<file path="config.mk">
export PLATFORM = sky130hd
export DESIGN_NAME = arb_req_queue
export DESIGN_NICKNAME = d
export VERILOG_FILES = /design/src/rtl/arb_req_queue.sv
export SDC_FILE = /design/constraint.sdc
export NUM_CORES = 1
export LEC_CHECK = 0
export BUFFER_PORTS_ARGS = -buffer_cell sky130_fd_sc_hd__buf_2
export CAP_MARGIN = 10
export CORE_UTILIZATION = 35
export CTS_CLUSTER_SIZE = 30
export DETAILED_ROUTE_END_ITERATION = 16
export PLACE_DENSITY_LB_ADDON = 0.12
export SLEW_MARGIN = 20
export SYNTH_ARGS = -nofsm -noshare
export SYNTH_HDL_FRONTEND = slang
export SYNTH_SLANG_ARGS = --single-unit
export TNS_END_PERCENT = 50
</file>
<file path="constraint.sdc">
create_clock -name clk -period 6.55 [get_ports clk]
set_clock_uncertainty 0.15 [all_clocks]
set_input_delay 0.9825 -clock clk [delete_from_list [all_inputs] [get_ports clk]]
set_output_delay 0.9825 -clock clk [all_outputs]
set_load 0.05 [all_outputs]
</file>
<file path="src/rtl/arb_req_queue.sv">
// ---------------------------------------------------------------------------
// arb_req_queue
//
// Request front-end for the 4-device TDM arbiter. Each device writes into its
// own FIFO. The request vector to the arbiter is taken from FIFO non-empty
// status. The arbiter's one-hot grant selects which head entry moves into a
// single registered valid/ready output slot feeding the shared resource.
//
// Parameters:
//   N      number of requesting devices (must match arbiter width)
//   DW     payload width per transaction
//   DEPTH  entries per device FIFO (power of 2, >= 2)
//
// Ports:
//   clk      clock
//   srst     synchronous reset, active-high
//   i_data   device payloads, device k at bits [k*DW +: DW]
//   i_valid  per-device push request
//   o_ready  per-device FIFO not full (forced low while srst is high)
//   o_req    per-device FIFO non-empty, to arbiter (forced low while srst)
//   i_grant  grant vector from arbiter, one-hot or zero
//   o_data   forwarded payload
//   o_src    index of the device that sourced o_data
//   o_valid  output slot holds a valid transaction
//   i_ready  downstream accepts o_data
//   o_err    sticky grant-protocol error
//
// Optional feature macro: ARB_REQ_GRANT_CHECK_EN
//   Defined   : a multi-hot effective grant (i_grant & o_req) blocks the pop
//               for that cycle and sets o_err until srst.
//   Undefined : no check; the lowest-index granted, non-empty device pops and
//               o_err is tied to 0.
// ---------------------------------------------------------------------------
module arb_req_queue #(
    parameter int N     = 4,
    parameter int DW    = 32,
    parameter int DEPTH = 4
) (
    input  logic                 clk,
    input  logic                 srst,
    input  logic [N*DW-1:0]      i_data,
    input  logic [N-1:0]         i_valid,
    output logic [N-1:0]         o_ready,
    output logic [N-1:0]         o_req,
    input  logic [N-1:0]         i_grant,
    output logic [DW-1:0]        o_data,
    output logic [$clog2(N)-1:0] o_src,
    output logic                 o_valid,
    input  logic                 i_ready,
    output logic                 o_err
);

    localparam int AW = $clog2(DEPTH);
    localparam int CW = AW + 1;
    localparam int SW = $clog2(N);

    logic [N-1:0]         push;
    logic [N-1:0]         pop;
    logic [N-1:0][DW-1:0] head;

    logic [N-1:0]         grant_hits;
    logic [SW-1:0]        pop_sel;
    logic                 pop_ok;
    logic                 out_free;

    logic [DW-1:0]        o_data_q;
    logic [SW-1:0]        o_src_q;
    logic                 o_valid_q;

    // -----------------------------------------------------------------------
    // Per-device FIFOs
    // -----------------------------------------------------------------------
    for (genvar gi = 0; gi < N; gi++) begin : g_fifo
        logic [DW-1:0] mem_q [DEPTH];
        logic [AW-1:0] wr_ptr_q, wr_ptr_d;
        logic [AW-1:0] rd_ptr_q, rd_ptr_d;
        logic [CW-1:0] count_q, count_d;

        // Status comes only from registered count, so there is no path from
        // i_valid to o_req and the arbiter's grant loop stays single-cycle.
        assign o_ready[gi] = !srst && (count_q != CW'(DEPTH));
        assign o_req[gi]   = !srst && (count_q != '0);
        // Full FIFO blocks a push even if it is popped in the same cycle.
        assign push[gi]    = i_valid[gi] & o_ready[gi];
        // Head is read before any same-cycle write lands.
        assign head[gi]    = mem_q[rd_ptr_q];

        always_comb begin
            wr_ptr_d = wr_ptr_q;
            rd_ptr_d = rd_ptr_q;
            count_d  = count_q;
            if (push[gi]) begin
                wr_ptr_d = wr_ptr_q + AW'(1);
            end
            if (pop[gi]) begin
                rd_ptr_d = rd_ptr_q + AW'(1);
            end
            case ({push[gi], pop[gi]})
                2'b10:   count_d = count_q + CW'(1);
                2'b01:   count_d = count_q - CW'(1);
                default: count_d = count_q;
            endcase
        end

        always_ff @(posedge clk) begin
            if (srst) begin
                wr_ptr_q <= '0;
                rd_ptr_q <= '0;
                count_q  <= '0;
            end else begin
                wr_ptr_q <= wr_ptr_d;
                rd_ptr_q <= rd_ptr_d;
                count_q  <= count_d;
            end
        end

        // Storage is not reset; pointers and count define what is live.
        always_ff @(posedge clk) begin
            if (push[gi]) begin
                mem_q[wr_ptr_q] <= i_data[gi*DW +: DW];
            end
        end
    end

    // -----------------------------------------------------------------------
    // Pop selection
    // -----------------------------------------------------------------------
    assign out_free   = !o_valid_q | i_ready;
    assign grant_hits = i_grant & o_req;

`ifdef ARB_REQ_GRANT_CHECK_EN
    logic multi_hot;
    logic err_q;

    // More than one bit set <=> clearing the lowest set bit leaves something.
    assign multi_hot = (grant_hits & (grant_hits - N'(1))) != '0;

    always_ff @(posedge clk) begin
        if (srst) begin
            err_q <= 1'b0;
        end else if (multi_hot) begin
            err_q <= 1'b1;
        end
    end

    assign o_err = err_q;
`else
    assign o_err = 1'b0;
`endif

    always_comb begin
        pop_sel = '0;
        // Descending scan so the lowest granted index wins.
        for (int k = N - 1; k >= 0; k--) begin
            if (grant_hits[k]) begin
                pop_sel = SW'(k);
            end
        end
`ifdef ARB_REQ_GRANT_CHECK_EN
        pop_ok = (|grant_hits) & out_free & !multi_hot;
`else
        pop_ok = (|grant_hits) & out_free;
`endif
        pop = pop_ok ? (N'(1) << pop_sel) : '0;
    end

    // -----------------------------------------------------------------------
    // Output slot
    // -----------------------------------------------------------------------
    always_ff @(posedge clk) begin
        if (srst) begin
            o_data_q  <= '0;
            o_src_q   <= '0;
            o_valid_q <= 1'b0;
        end else if (pop_ok) begin
            // Also covers accept-and-reload in one cycle.
            o_data_q  <= head[pop_sel];
            o_src_q   <= pop_sel;
            o_valid_q <= 1'b1;
        end else if (o_valid_q && i_ready) begin
            o_valid_q <= 1'b0;
        end
    end

    assign o_data  = o_data_q;
    assign o_src   = o_src_q;
    assign o_valid = o_valid_q;

endmodule
</file>
==> out/metrics.yaml <==
path_cells: "buf_2 -> inv_1 -> o2111ai_2 -> nor3_1 -> ha_1 -> inv_1 -> fa_1 -> xor2_1 -> or3_1 -> a21oi_1"
final_antenna_net_count: 0
synth_common_cells: "edfxtp_1 (512), mux4_2 (128), dfxtp_1 (71)"
worst_path_max_delay_cell: "o2111ai_2"
switchingPower_mw: 2.17
post_dp_cell_area_um2: 24300
pre_cts_ws_ns: 2.38
synthesis.instances: 1128
post-dp-hpwl_um: 39200
setup-tns-final_ns: 0
fp-row-count: 92
overflow: 0
area_growth_pct: 16.9
cts_sinks: 583
drt_iter0_markers: 974
cts_buffers: 60
worstSetupPathType: "input pin to register"
max_cap_viol_count: 0
ys_types: 44
grt_pass1_wl_um: 82600
power_mw: 8.59
tightest_slew_ns: 0.921
wl_um: 57100
power.density_nw_per_um2: 329
sw_frac_of_total_pct: 25.3
setup-violations-final: 0
p_seq_share_pct: 50.1
synth-seq-cells: 583
cts_hold_buf: 0
cp.required_ns: 6.93
io_buffer_count: 181
track_usage_pct: 17.9
yosysMostFrequentCell: "edfxtp_1"
async_flop_share_pct: 0
hold_viol: 0
core-area_um2: 63100
fin_crit_ns: 3.58
syn-cell-area_um2: 22400
fmax_mhz: 279
synth.avg_cell_area_um2: 19.8
fin_crit_sh_pct: 54.7
rsz0062_at_grt: "no"
path_clk_slew_ns: 0.06
final_cell_area_um2: 26100
wl_per_cell_um: 25.5
htree_levels: 2
post-cts-setup-buffer-count: 0
slew_headroom_pct: 38.6
ys.flop_type: "edfxtp_1"
worst-path-max-fanout: 22
synth_warnings: 0
die_y_um: 255
combPwrFrac_pct: 11.9
grt_pass1_vias: 11600
finalNetCount: 1502
final.setup.worst_slack_ns: 2.97
p_leak_nw: 8.78
ys_seq_area_share_pct: 75.1
drive_above_1_share_pct: 30.4
cts-resized-gates: 0
status: "completed"
die_width_um: 255
internal_power_mw: 6.42
ir_drop_mv: 0.233
via_per_inst: 5.07
grt_antenna_before_repair: 7
dr.pass1.iters: 5
max_stage_delay_ns: 0.57
cp-end-kind: "register"
syn_nets: 1291
clkPwrFrac_pct: 38.0
drc: 0
finalMaxSlewViolations: 0
synth_edf_count: 512
synth_top_area_share_pct: 68.7
routed-via-count: 11300
clockBufferDepth: 3
clock_latency_ns: 0.61
grt_start_max_net_pins: 47
synth.area.top_cells: "edfxtp_1 (69%), mux4_2 (13%), dfxtp_1 (6.4%)"
place.gp.congestion: 0.976
hold_path_class: "register to register"
pin_count: 183
cts-root-buf: "clkbuf_16"
synth_top_area_cell: "edfxtp_1"
dieArea_um2: 64900
cts_tree: "yes"
arrival_ns: 3.97
start_kind: "input pin"
cpMostUsedCell: "inv_1"
start_util_pct: 35.5
[worst paths after layout]
check | start | endpoint | slack, ns | cells past startpoint
hold / removal | o_data[19]$_SDFFE_PP0N_ | o_data[19]$_SDFFE_PP0N_ | 0.31 | 1
setup reg to reg | g_fifo[2].count_q[2]$_SDFFE_PP0P_ | g_fifo[3].count_q[2]$_SDFFE_PP0P_ | 3.18 | 9
setup / recovery | srst | g_fifo[3].count_q[2]$_SDFFE_PP0P_ | 2.97 | 10
hold reg to reg | o_data[19]$_SDFFE_PP0N_ | o_data[19]$_SDFFE_PP0N_ | 0.31 | 1
[critical path: cells and delay by family]
kind,cells,cell delay [ns]
AOI/OAI and AO/OA,2,0.71
xor gates and xnor gates,1,0.16
buffers and inverters,3,0.69
and+or+nand+nor,2,0.77
adders and majority gates,2,0.64
[metal layers]
| metal | wire, µm | track usage, % |
|---|---|---|
| met3 | 4110 | 4.56 |
| met2 | 24900 | 25.6 |
| met1 | 26200 | 26.1 |
| met5 | 67 | 0 |
| met4 | 1830 | 6.60 |
[logic make-up after synthesis]
group	after synthesis	synth area share, %
AO/OA/AOI/OAI	140	4.34
XOR/XNOR	20	0.783
adder cells (fa/ha/maj)	24	1.48
buffers and inverters	86	1.61
flip-flops	583	75.1
multiplexers	148	13.8
other	1	0.0168
AND/OR/NAND/NOR	126	2.89
[area by class of cell]
type                            instances  area [µm²]
Fill cell                            5770       36900
Sequential cell                       583       16800
Multi-Input combinational cell        459        5210
Clock buffer                           78        1590
Timing Repair Buffer                  208        1110
Tap cell                              846        1060
Clock inverter                         32         268
Inverter                               27         101
Antenna cell                            3        7.51
[flip-flops by register name (all words and copies together), names as in the netlist, named ones only]
register	cells
o_data	32
g_fifo.rd_ptr_q	8
g_fifo.mem_q	512
o_src	2
g_fifo.wr_ptr_q	8
g_fifo.count_q	12
o_valid	1
[cell usage in the layout (no fill, tap or decap), types with 18 or more instances in the layout]
cell type | synthesis | final
and3_1 | 34 | 34
edfxtp_1 | 512 | 512
buf_4 | 2 | 27
dfxtp_1 | 71 | 67
clkinv_1 | 0 | 19
o21ai_0 | 37 | 36
ha_1 | 20 | 20
inv_1 | 27 | 27
nor2_1 | 32 | 32
buf_2 | 24 | 181
mux4_2 | 128 | 128
mux2i_1 | 18 | 18
nand2_1 | 22 | 22
clkbuf_16 | 0 | 61
a211oi_1 | 33 | 33
[through the flow]
step / hold slack (ns) / util [%] / std cells
finish: 0.313 / 41.5 / 2236
global route: 0.334 / 41.4 / 2233
CTS: 0.320 / 41.4 / 2233
detailed placement: 0.301 / 38.5 / 2123
global placement: 0.309 / 38.5 / 2123
floorplan: 0.317 / - / 1128
[power by group through the flow]
stage | clock, mW | sequential, mW | combinational [mW]
after floorplan | 0 | 4.56 | 0.459
after global placement | 0 | 4.38 | 1.03
after detailed placement | 0 | 4.38 | 1.03
after CTS | 3.35 | 4.30 | 1.04
after global routing | 3.48 | 4.31 | 1.10
final | 3.27 | 4.30 | 1.03
No activity file was read; power rests on OpenSTA's default activity.
